--- src/rtl/snake_move_ctrl_pkg.sv ---
// Shared types for the snake head controller and the next-head helper.
// Holds direction and state encodings plus the coordinate width.
package snake_move_ctrl_pkg;

    localparam int COORD_W = 7;

    typedef logic [COORD_W-1:0] coord_t;

    typedef enum logic [1:0] {
        UP    = 2'd0,
        DOWN  = 2'd1,
        RIGHT = 2'd2,
        LEFT  = 2'd3
    } way_t;

    typedef enum logic [1:0] {
        IDLE  = 2'd0,
        RUN   = 2'd1,
        CHECK = 2'd2,
        DEAD  = 2'd3
    } state_t;

    // Encodings pair up as {UP,DOWN} and {RIGHT,LEFT}, so the LSB flips.
    function automatic way_t opposite(input way_t w);
        return way_t'(w ^ 2'b01);
    endfunction

endpackage

--- src/rtl/snake_next_head.sv ---
// Combinational next-head computation, also used by renderer preview.
// Ports: i_X/i_Y head, i_Way heading -> o_X/o_Y next head (7-bit wrap).
module snake_next_head
    import snake_move_ctrl_pkg::*;
(
    input  coord_t i_X,
    input  coord_t i_Y,
    input  way_t   i_Way,
    output coord_t o_X,
    output coord_t o_Y
);

    localparam coord_t ONE = COORD_W'(1);

    always_comb begin
        o_X = i_X;
        o_Y = i_Y;
        unique case (i_Way)
            UP:    o_X = i_X - ONE;
            DOWN:  o_X = i_X + ONE;
            LEFT:  o_Y = i_Y - ONE;
            RIGHT: o_Y = i_Y + ONE;
        endcase
    end

endmodule

--- src/rtl/snake_move_ctrl.sv ---
// Snake head controller: step timer, push buffer, reversal filter, walls.
// Ports: i_Clk/i_Rst, i_Start, i_Push_Valid/i_Push, i_Hit ->
//        o_Head_x/o_Head_y, o_Way, o_Step, o_Dead, o_State.
module snake_move_ctrl
    import snake_move_ctrl_pkg::*;
#(
    parameter int TICKS_PER_STEP = 5_000_000,
    parameter int ROWS           = 48,
    parameter int COLS           = 64,
    parameter int START_X        = 24,
    parameter int START_Y        = 32
) (
    input  logic               i_Clk,
    input  logic               i_Rst,
    input  logic               i_Start,
    input  logic               i_Push_Valid,
    input  logic [1:0]         i_Push,
    input  logic               i_Hit,
    output logic [COORD_W-1:0] o_Head_x,
    output logic [COORD_W-1:0] o_Head_y,
    output logic [1:0]         o_Way,
    output logic               o_Step,
    output logic               o_Dead,
    output logic [1:0]         o_State
);

    localparam int CNT_W = $clog2(TICKS_PER_STEP);
    localparam logic [CNT_W-1:0] CNT_LAST = CNT_W'(TICKS_PER_STEP - 1);
    localparam coord_t ROWS_C  = COORD_W'(ROWS);
    localparam coord_t COLS_C  = COORD_W'(COLS);
    localparam coord_t START_XC = COORD_W'(START_X);
    localparam coord_t START_YC = COORD_W'(START_Y);

    state_t           r_state, w_state_nxt;
    coord_t           r_x, w_x_nxt;
    coord_t           r_y, w_y_nxt;
    way_t             r_way, w_way_nxt;
    logic             r_step, w_step_nxt;
    logic [CNT_W-1:0] r_cnt, w_cnt_nxt;
    way_t             r_pend, w_pend_nxt;
    logic             r_pend_vld, w_pend_vld_nxt;

    logic             w_tick;
    logic [CNT_W-1:0] w_cnt_inc;
    way_t             w_eff_way;
    coord_t           w_nx, w_ny;
    logic             w_wall;

    assign w_tick    = (r_cnt == CNT_LAST);
    assign w_cnt_inc = w_tick ? '0 : r_cnt + CNT_W'(1);

    // Reversal filter is against the committed heading only.
    assign w_eff_way = (r_pend_vld && (r_pend != opposite(r_way)))
                     ? r_pend : r_way;

    snake_next_head u_next_head (
        .i_X   (r_x),
        .i_Y   (r_y),
        .i_Way (w_eff_way),
        .o_X   (w_nx),
        .o_Y   (w_ny)
    );

    // Underflow wraps to 127, so one unsigned compare catches both edges.
    assign w_wall = (w_nx >= ROWS_C) || (w_ny >= COLS_C);

    always_ff @(posedge i_Clk or posedge i_Rst) begin
        if (i_Rst) begin
            r_state    <= IDLE;
            r_x        <= START_XC;
            r_y        <= START_YC;
            r_way      <= RIGHT;
            r_step     <= 1'b0;
            r_cnt      <= '0;
            r_pend     <= UP;
            r_pend_vld <= 1'b0;
        end else begin
            r_state    <= w_state_nxt;
            r_x        <= w_x_nxt;
            r_y        <= w_y_nxt;
            r_way      <= w_way_nxt;
            r_step     <= w_step_nxt;
            r_cnt      <= w_cnt_nxt;
            r_pend     <= w_pend_nxt;
            r_pend_vld <= w_pend_vld_nxt;
        end
    end

    always_comb begin
        w_state_nxt    = r_state;
        w_x_nxt        = r_x;
        w_y_nxt        = r_y;
        w_way_nxt      = r_way;
        w_step_nxt     = 1'b0;
        w_cnt_nxt      = r_cnt;
        w_pend_nxt     = r_pend;
        w_pend_vld_nxt = r_pend_vld;

        unique case (r_state)
            IDLE, DEAD: begin
                if (i_Start) begin
                    w_state_nxt    = RUN;
                    w_x_nxt        = START_XC;
                    w_y_nxt        = START_YC;
                    w_way_nxt      = RIGHT;
                    w_cnt_nxt      = '0;
                    w_pend_vld_nxt = 1'b0;
                end
            end
            RUN: begin
                w_cnt_nxt = w_cnt_inc;
                if (w_tick) begin
                    w_pend_vld_nxt = 1'b0;
                    if (w_wall) begin
                        w_state_nxt = DEAD;
                    end else begin
                        w_x_nxt     = w_nx;
                        w_y_nxt     = w_ny;
                        w_way_nxt   = w_eff_way;
                        w_step_nxt  = 1'b1;
                        w_state_nxt = CHECK;
                    end
                end
            end
            CHECK: begin
                w_cnt_nxt   = w_cnt_inc;
                w_state_nxt = i_Hit ? DEAD : RUN;
            end
        endcase

        // Placed last so a push landing on a tick survives for next step.
        if (i_Push_Valid) begin
            w_pend_nxt     = way_t'(i_Push);
            w_pend_vld_nxt = 1'b1;
        end
    end

    assign o_Head_x = r_x;
    assign o_Head_y = r_y;
    assign o_Way    = r_way;
    assign o_Step   = r_step;
    assign o_Dead   = (r_state == DEAD);
    assign o_State  = r_state;

endmodule

--- config.mk ---
export PLATFORM = sky130hd
export DESIGN_NAME = snake_move_ctrl
export DESIGN_NICKNAME = d
export VERILOG_FILES = /design/src/rtl/snake_move_ctrl_pkg.sv /design/src/rtl/snake_next_head.sv /design/src/rtl/snake_move_ctrl.sv
export SDC_FILE = /design/constraint.sdc
export NUM_CORES = 1
export LEC_CHECK = 0
export CAP_MARGIN = 15
export CORE_MARGIN = 10
export CORE_UTILIZATION = 41
export CTS_BUF_LIST = sky130_fd_sc_hd__clkbuf_16
export CTS_CLUSTER_DIAMETER = 120
export DETAILED_ROUTE_END_ITERATION = 12
export PLACE_DENSITY = 0.57
export SKIP_CTS_REPAIR_TIMING = 1
export SLEW_MARGIN = 15
export SYNTH_ARGS = -nofsm -noshare
export SYNTH_HDL_FRONTEND = slang
export SYNTH_SLANG_ARGS = --single-unit
--- constraint.sdc ---
create_clock -name i_Clk -period 4.55 [get_ports i_Clk]
set_input_delay 0.455 -clock i_Clk [delete_from_list [all_inputs] [get_ports i_Clk]]
set_output_delay 0.455 -clock i_Clk [all_outputs]
set_load 0.05 [all_outputs]
==> Yosys cells after proc, flatten, opt, wreduce, memory -nomap -nowiden <==
Index checks and enable logic that the tools add are counted.
W data, S select, Z words.
{ "totals": {"reg_bits": 45, "output_inout_bits": 20} }
{ "op_classes": {"n_bitwise": 1, "eq_ne": 13, "n_addsub": 5, "n_lt_le_gt_ge": 2, "muxes": 30, "n_reduce_logical": 11} }
{ "op_table": {"columns": ["op", "count"], "rows": [
  ["$pmux W7 S2", 4],
  ["$mux W23", 2],
  ["$pmux W23 S2", 1],
  ["$mux W7", 6],
  ["$add A23 B1 Y23 const B", 1],
  ["$eq A23 B23 Y1 const B", 1],
  ["$add A7 B1 Y7 const B", 2],
  ["$mux W2", 7],
  ["$sub A7 B1 Y7 const B", 2],
  ["$eq A2 B2 Y1 const B", 4],
  ["$ge A7 B6 Y1 const B", 1],
  ["$ge A7 B7 Y1 const B", 1],
  ["$mux W1", 7],
  ["$ne A2 B2 Y1 const B", 3],
  ["$ne A3 B3 Y1 const B", 2],
  ["$pmux W2 S3", 1],
  ["$eq A2 B1 Y1 const B", 2],
  ["$logic_not A2 Y1", 2],
  ["$pmux W2 S2", 1],
  ["$reduce_and A4 Y1", 1],
  ["$reduce_or A2 Y1", 2],
  ["$reduce_and A3 Y1", 1],
  ["$reduce_bool A3 Y1", 1],
  ["$ne A2 B2 Y1", 1],
  ["other kinds (6)", 6]
]} }

==> Depth between registers and ports, before layout <==
Gate-level depths: netlist (run 1).
{ "logic_depth": {"ltp_word": 11, "depth_mapped": 15, "ltp_nobuf": 14} }

==> By module <==
From an unflattened synthesis (run 1), not the netlist that was laid out.
{ "hier_totals": {"hier_cells": 352, "area_unflattened_um2": 3079.2} }
{ "modules_own_cells": {"columns": ["module", "cells_each", "instances", "area_per_inst_um2", "seq_area_each_um2"], "rows": [
  ["snake_move_ctrl", 280, 1, 2497.4, 1131.1],
  ["snake_next_head", 72, 1, 581.8, 0.0]
]} }

==> Worst setup path after synthesis (run 1) <==
OpenSTA, ideal clock, no wires.
{ "synth_timing": {"kind": "reg-to-reg", "startpoint": "reg r_way[1], in the netlist o_Way[1]", "endpoint": "reg r_y[1], in the netlist o_Head_y[1]", "path_buffers": 1, "path_stages_with_launch": 16, "required_time_ps": 4428, "arrival_ps": 3546, "setup_time_ps": 122, "period_less_slack_ps": 3668, "setup_slack_ps": 882, "cell_sequence": "dfstp_2 -> xor2_1 -> a21oi_1 -> a31oi_1 -> inv_1 -> nand2_1 -> inv_1 -> fa_1 -> nand2b_1 -> a211oi_1 -> or4_1 -> mux2i_1 -> or2_2 -> and4_1 -> buf_4 -> a32o_1"} }
{ "synth_between": {"elab_chain_cells": 9, "word_cells_on_any_way": 17, "cone_classes": "order compare: 2; eq/ne: 5; mux: 6; reduce/logical: 4"} }
{ "synth_rtl": {"columns": ["item", "line", "text"], "rows": [
  ["from (decl)", "snake_move_ctrl.sv:37", "way_t r_way, w_way_nxt;"],
  ["from (signal assigned)", "snake_move_ctrl.sv:81", "r_way <= w_way_nxt;"],
  ["$ne A2 B2 Y1", "snake_move_ctrl.sv:53", "assign w_eff_way = (r_pend_vld && (r_pend != opposite(r_way)))"],
  ["$logic_and A1 B1 Y1", "snake_move_ctrl.sv:53", null],
  ["$mux W2 *", "snake_move_ctrl.sv:54", "? r_pend : r_way;"],
  ["$eq A2 B1 Y1 (tied with other cells)", "snake_next_head.sv:18", "unique case (i_Way)"],
  ["$pmux W7 S2", "snake_next_head.sv:18", null],
  ["$ge A7 B6 Y1 or $ge A7 B7 Y1 (tied branches)", "snake_move_ctrl.sv:65", "assign w_wall = (w_nx >= ROWS_C) || (w_ny >= COLS_C);"],
  ["$logic_or A1 B1 Y1", "snake_move_ctrl.sv:65", null],
  ["$ne A2 B2 Y1 (no line)", null, null],
  ["$reduce_and A4 Y1 (no line)", null, null],
  ["to (signal assigned)", "snake_move_ctrl.sv:80", "r_y <= w_y_nxt;"],
  ["to (decl)", "snake_move_ctrl.sv:36", "coord_t r_y, w_y_nxt;"]
]} }
Every way passes the cells marked *; elsewhere a longest branch is shown, timed or not. The select of a mux whose other input is x is not followed.
A chain may end at the register's enable or synchronous reset.

==> Worst setup path after layout (run 1) <==
{ "layout_timing": {"startpoint": "reg r_way[1], in the netlist o_Way[1]", "endpoint": "reg r_y[0], in the netlist o_Head_y[0]"} }
The elaborated chain is that of the path after synthesis.

==> impl_metrics.py, run 1 <==
metrics = {
    "critical_path": {
        "rr_startpoint": "o_Way[1]",
        "worst-path-max-fanout": 7,
        "crit_start": "o_Way[1]",
        "cp-start-kind": "flip-flop",
        "r2r_cells": 14,
        "regToRegEndpoint": "o_Head_y[0]",
        "required_ns": 4.77,
        "endpoint": "o_Head_y[0]",
        "worst_ep_arrival_time_ns": 4.07,
        "path_class": "reg -> reg",
        "cp-end-kind": "flip-flop",
        "r2r_slack_ns": 0.69,
    },
    "logic_synthesis": {
        "yosysTopAreaCell": "dfrtp_1",
        "seq_area_frac_synth_pct": 38.77,
        "ys_seq_elements": 45,
        "avgSynthCellArea_um2": 9.118,
        "syn_area_mm2": 0.002918,
        "synth-edff-count": 0,
        "synth_ff_type": "dfrtp_1",
        "synth_area_leaders": "dfrtp_1, ha_1, o21ai_0, dfstp_2, nand2_1",
        "yosysTopAreaCellShare_pct": 35.16,
        "synthArstFlopShare_pct": 100.0,
        "synth.net_count": 344,
        "synthTopCellsByCount": "dfrtp_1, o21ai_0, nand2_1, nor2_1",
        "yosys_warnings": 0,
        "synth_cells": 320,
        "yosysMostFrequentCell": "dfrtp_1",
        "yosysUniqueCellTypes": 60,
    },
    "cts": {
        "clock_latency_ns": 0.28,
        "cts_max_level": 2,
        "clk_pin_slew_worst_paths_ns": 0.06,
        "clkSinkCount": 45,
        "clk_path_buf_depth": 2,
        "root_buffer": "clkbuf_16",
        "cts_buffers": 5,
        "cts_tree": "done",
    },
    "timing": {
        "setup_ws_ns": 0.6932,
        "setup_violations": 0,
        "worst_slew_pin_slew_ns": 1.043,
        "relSlewSlack_pct": 30.20,
        "finalSetupTns_ns": 0,
        "max_freq_ghz": 0.2593,
        "clock-skew-final_ns": 0.005513,
        "maxSlewViolCount": 0,
        "rsz0062_at_grt": "false",
        "min_period_over_period_pct": 84.76,
        "finalHoldViolCount": 0,
        "fin_crit_ns": 3.857,
    },
    "routing": {
        "drc": 0,
        "wl_per_cell_um": 15.63,
        "first_pass_iters": 4,
        "drtIter0Drc": 76,
        "ant_nets": 0,
        "vias": 2459,
        "routed_wl_mm": 6.878,
        "vias_per_cell": 5.589,
    },
    "flow_run": {
        "cap_viol_max_count": 0,
    },
    "worst_hold_path": {
        "hp-class": "reg -> reg",
        "holdPathStages": 2,
    },
    "floorplan": {
        "chipHeight_um": 104.4,
        "initial_core_util_pct": 42.48,
        "die_area_mm2": 0.01089,
        "core_mm2": 0.006869,
        "die_w_um": 104.4,
        "row_count": 30,
        "pin_count": 27,
    },
    "placement": {
        "gp_congestion": 0.8023,
        "pre_cts_slack_ns": 0.7617,
        "hpwlAfterDp_mm": 5.038,
        "io_buffers": 26,
    },
    "global_route": {
        "grt_start_max_net_pins": 46,
        "grt_first_pass_wirelength_mm": 12.11,
        "grt_pass1_vias": 2438,
        "track_usage_pct": 12.87,
        "overflow": 0,
        "antenna_found_initial": 0,
    },
    "cells_and_area": {
        "finalNetCount": 368,
        "drive_gt1_share_pct": 6.686,
        "diodes": 0,
        "areaGrowthSynthToFinish_pct": 16.21,
    },
    "power_and_ir_drop": {
        "peakVddDrop_mv": 0.1939,
        "p_leak_nw": 1.445,
        "cellPowerDensity_mw_per_mm2": 582.1,
    },
    "run_status": {
        "status": "finished clean",
    },
}
==> critical path, stage by stage (launching register included) <==
cell and delay, ns:
dfstp_2 0.58, xor2_1 0.37, a21oi_1 0.12, a31oi_1 0.20, inv_1 0.09, nand2_1 0.22, inv_1 0.09, fa_1 0.40
nand2b_1 0.19, a2111oi_0 0.39, a221oi_1 0.15, a31o_2 0.28, and2_1 0.14, o21ai_1 0.36, a22o_1 0.21
==> layer usage <==
layer  part of all wire (%)  GRT usage, %
met5                      0             0
met3                    2.1         2.416
met4                   0.99         2.783
met2                     48         20.77
met1                     49         17.32
==> through the flow <==
stage / std cells / cell area, µm² / power (W) / utilization (%) / hold slack [ns]
final: 440 / 3391 / 0.001974 / 49.36 / 0.4790
after global routing: 440 / 3391 / 0.002138 / 49.36 / 0.5091
after CTS: 440 / 3391 / 0.001989 / 49.36 / 0.4768
after detailed placement: 433 / 3258 / 0.001637 / 47.43 / 0.4672
after global placement: 433 / 3258 / 0.001633 / 47.43 / 0.4655
after floorplan: 320 / 2918 / 0.001388 / - / 0.4680
==> worst min-delay path by stage <==
stage	slack [ns]	from	endpoint
after global routing	0.51	o_Head_y[5]	o_Head_y[5]
after global placement	0.47	o_Head_y[5]	o_Head_y[5]
after floorplan	0.47	r_cnt[15]	r_cnt[15]
final	0.48	o_Head_y[5]	o_Head_y[5]
after detailed placement	0.47	o_Head_y[5]	o_Head_y[5]
after CTS	0.48	o_Head_y[5]	o_Head_y[5]
==> kinds of logic (layout without fill, tap and decap cells) <==
| logic type | after synthesis | count (layout) | synth area share (%) |
|---|---|---|---|
| multiplexers | 8 | 8 | 2.916 |
| flip-flops | 45 | 45 | 38.76 |
| XOR/XNOR | 8 | 8 | 2.401 |
| AND/OR/NAND/NOR | 115 | 115 | 20.58 |
| adder cells (fa/ha/maj) | 17 | 17 | 7.805 |
| buffers and inverters | 26 | 50 | 3.817 |
| AO/OA/AOI/OAI | 101 | 101 | 23.71 |
==> cells in the final DEF, fill, tap and decap left out, drive strengths merged, types with 8 or more instances in the layout <==
cell / n
dfrtp: 41
nor2b: 8
a21o: 9
nor2: 25
ha: 15
a21oi: 15
nand2: 27
clkdlybuf4s50: 26
nand3: 13
inv: 16
and2: 8
o21ai: 29
==> power breakdown <==
part / internal (W) / switching (W) / total (W)
clock: 0.000197 / 0.000147 / 0.000344
combinational: 0.000427 / 0.000656 / 0.00108
sequential: 0.000468 / 0.0000802 / 0.000548
total: 0.00109 / 0.000883 / 0.00197
==> layout make-up <==
class / instances / area [µm²]
fill: 664 / 3478
multi-input combinational: 249 / 1675
sequential: 45 / 1131
timing repair buffer: 28 / 275.3
clock buffer: 5 / 125.1
tap: 96 / 120.1
inverter: 15 / 56.30
clock inverter: 2 / 7.507
==> flip-flops by register name, summed over array words and instances (netlist names) <==
name / flops
o_Step: 1
o_Way: 2
r_cnt: 23
o_State: 2
o_Head_x: 7
r_pend_vld: 1
o_Head_y: 7
r_pend: 2
Note: power is estimated with default switching activity, not from simulation.
==> inputs of run 2 (changes only) <==
==> constraint.sdc (replaced) <==
create_clock -name i_Clk -period 4 [get_ports i_Clk]
set_input_delay 0.4 -clock i_Clk [delete_from_list [all_inputs] [get_ports i_Clk]]
set_output_delay 0.4 -clock i_Clk [all_outputs]
set_load 0.05 [all_outputs]
==> impl_metrics.py, run 2 (same netlist as run 1, synthesis figures left out) <==
metrics = {
    "run_status": {
        "status": "finished clean",
    },
    "cells_and_area": {
        "fill_cells": 669,
        "finalNetCount": 369,
        "areaGrowthSynthToFinish_pct": 17.62,
        "layout_common_cells": "dfrtp_1, o21ai_0, nand2_1",
        "diodes": 0,
        "layout.cells.most_common": "dfrtp_1",
        "drive_gt1_share_pct": 7.514,
        "stdcell_count": 442,
        "top_register": "r_cnt",
        "postLayoutCoreUtil_pct": 49.96,
        "largest_register_ffs": 23,
    },
    "routing": {
        "first_pass_iters": 4,
        "vias_per_cell": 5.543,
        "ant_nets": 0,
        "drtIter0Drc": 82,
        "drc": 0,
        "vias": 2450,
        "routed_wl_mm": 6.938,
        "wl_per_cell_um": 15.70,
    },
    "floorplan": {
        "core_mm2": 0.006869,
        "initial_core_util_pct": 42.48,
        "chipHeight_um": 104.4,
        "pin_count": 27,
        "die_area_mm2": 0.01089,
        "row_count": 30,
        "die_w_um": 104.4,
    },
    "global_route": {
        "track_usage_pct": 12.76,
        "overflow": 0,
        "grt_first_pass_wirelength_mm": 11.82,
        "met2_usage_pct": 21.04,
        "grt_pass1_vias": 2387,
        "antenna_found_initial": 0,
        "grtUsageMet1_pct": 15.92,
        "grt-busiest-layer": "met2",
        "met3_usage_pct": 2.850,
        "grt_start_max_net_pins": 46,
    },
    "placement": {
        "dpl.cell_count": 434,
        "hpwlAfterDp_mm": 5.043,
        "gp_congestion": 0.7809,
        "io_buffers": 26,
    },
    "timing": {
        "clock-skew-final_ns": 0.008963,
        "min_period_over_period_pct": 89.95,
        "hold_ws_ns": 0.4793,
        "max_freq_ghz": 0.2779,
        "fin_crit_ns": 3.598,
        "finalHoldViolCount": 0,
        "relSlewSlack_pct": 30.01,
        "finalSetupTns_ns": 0,
        "maxSlewViolCount": 0,
        "worst_slew_pin_slew_ns": 1.046,
        "rsz0062_at_grt": "false",
        "setup_violations": 0,
    },
    "power_and_ir_drop": {
        "p_leak_nw": 1.465,
        "cellPowerDensity_mw_per_mm2": 677.1,
        "peakVddDrop_mv": 0.2158,
    },
    "flow_run": {
        "cap_viol_max_count": 0,
    },
    "critical_path": {
        "required_ns": 4.17,
        "r2r_cells": 14,
        "cp-start-kind": "flip-flop",
        "worst-path-max-fanout": 8,
        "crit_buf_inv": 2,
        "worst_ep_arrival_time_ns": 3.77,
        "cp_common_cell": "inv_1",
        "worstPathCellList": "xor2_1 -> a21oi_1 -> a31oi_1 -> inv_1 -> nand2_1 -> inv_1 -> fa_1 -> nand2b_1 -> a211oi_1 -> or4_1 -> mux2i_1 -> or2_2 -> and4_1 -> a32o_1",
        "r2r_slack_ns": 0.40,
        "regToRegEndpoint": "o_Head_x[2]",
        "slowest_delay_ns": 0.58,
        "crit_family": "simple AND/OR/NAND/NOR gates",
        "cp-end-kind": "flip-flop",
        "rr_startpoint": "o_Way[1]",
        "path_class": "reg -> reg",
        "crit_slowest_cell": "dfstp_2",
    },
    "cts": {
        "cts_tree": "done",
        "clkSinkCount": 45,
        "cts_max_level": 2,
        "clock_latency_ns": 0.29,
        "root_buffer": "clkbuf_16",
        "clk_path_buf_depth": 2,
        "clk_pin_slew_worst_paths_ns": 0.06,
        "cts_buffers": 5,
    },
    "worst_hold_path": {
        "hold_path.startpoint": "o_Head_y[5]",
        "hp-class": "reg -> reg",
        "hold_end": "o_Head_y[5]",
        "holdPathStages": 2,
    },
}
-- run 2: cell count changes in the layout (fill, tap and decap cells not counted), sizes merged --
cell | previous run | this run
buf | 2 | 3
bufinv | 0 | 1
-- run 2: how the worst max path moves through the flow --
stage / start / to / slack (ns) / cells past startpoint
floorplan: o_Way[1] / o_Head_y[1] / 0.33 / 15
finish: o_Way[1] / o_Head_x[2] / 0.40 / 14
detailed placement: o_Way[1] / o_Head_y[0] / 0.37 / 14
CTS: o_Way[1] / o_Head_y[0] / 0.35 / 14
global placement: o_Way[1] / o_Head_y[1] / 0.50 / 14
global route: o_Way[1] / o_Head_x[2] / 0.08 / 13
-- run 2: metal layers --
| metal | vias to the layer above | part of all wire [%] |
|---|---|---|
| met3 | 9 | 2.5 |
| li1 | 1236 | - |
| met2 | 32 | 48 |
| met5 | - | 0 |
| met4 | 0 | 1.6 |
| met1 | 1173 | 48 |
-- run 2: per-stage QoR --
stage | instance area (µm²) | power (W) | setup WS, ns
floorplan | 2918 | 0.001578 | 0.3322
global placement | 3266 | 0.001865 | 0.4968
detailed placement | 3266 | 0.001872 | 0.3711
CTS | 3428 | 0.002345 | 0.3498
global route | 3432 | 0.002510 | 0.08477
finish | 3432 | 0.002324 | 0.4020
-- run 2: power breakdown --
part	leakage, nW	switching (W)	internal [W]
Combinational	0.787	0.000748	0.000492
Sequential	0.595	0.0000920	0.000532
Clock	0.0826	0.000169	0.000290
-- run 2: layout make-up --
class	instances	area [µm²]	area share [%]
clock inverters	3	37.54	1.094
well taps	96	120.1	3.500
clock buffers	5	125.1	3.646
flip-flops and latches	45	1131	32.96
inverters	15	56.30	1.641
repair buffers	29	282.8	8.239
multi-input cells	249	1679	48.92
-- run 2: worst register-to-register path, delay by kind of cell (launching register included) --
| family | cells | cell delay [ns] |
|---|---|---|
| flip-flops | 1 | 0.58 |
| adder cells (fa/ha/maj) | 1 | 0.40 |
| XOR/XNOR | 1 | 0.19 |
| multiplexers | 1 | 0.11 |
| buffers and inverters | 2 | 0.17 |
| AO/OA/AOI/OAI | 4 | 0.82 |
| AND/OR/NAND/NOR | 5 | 1.22 |
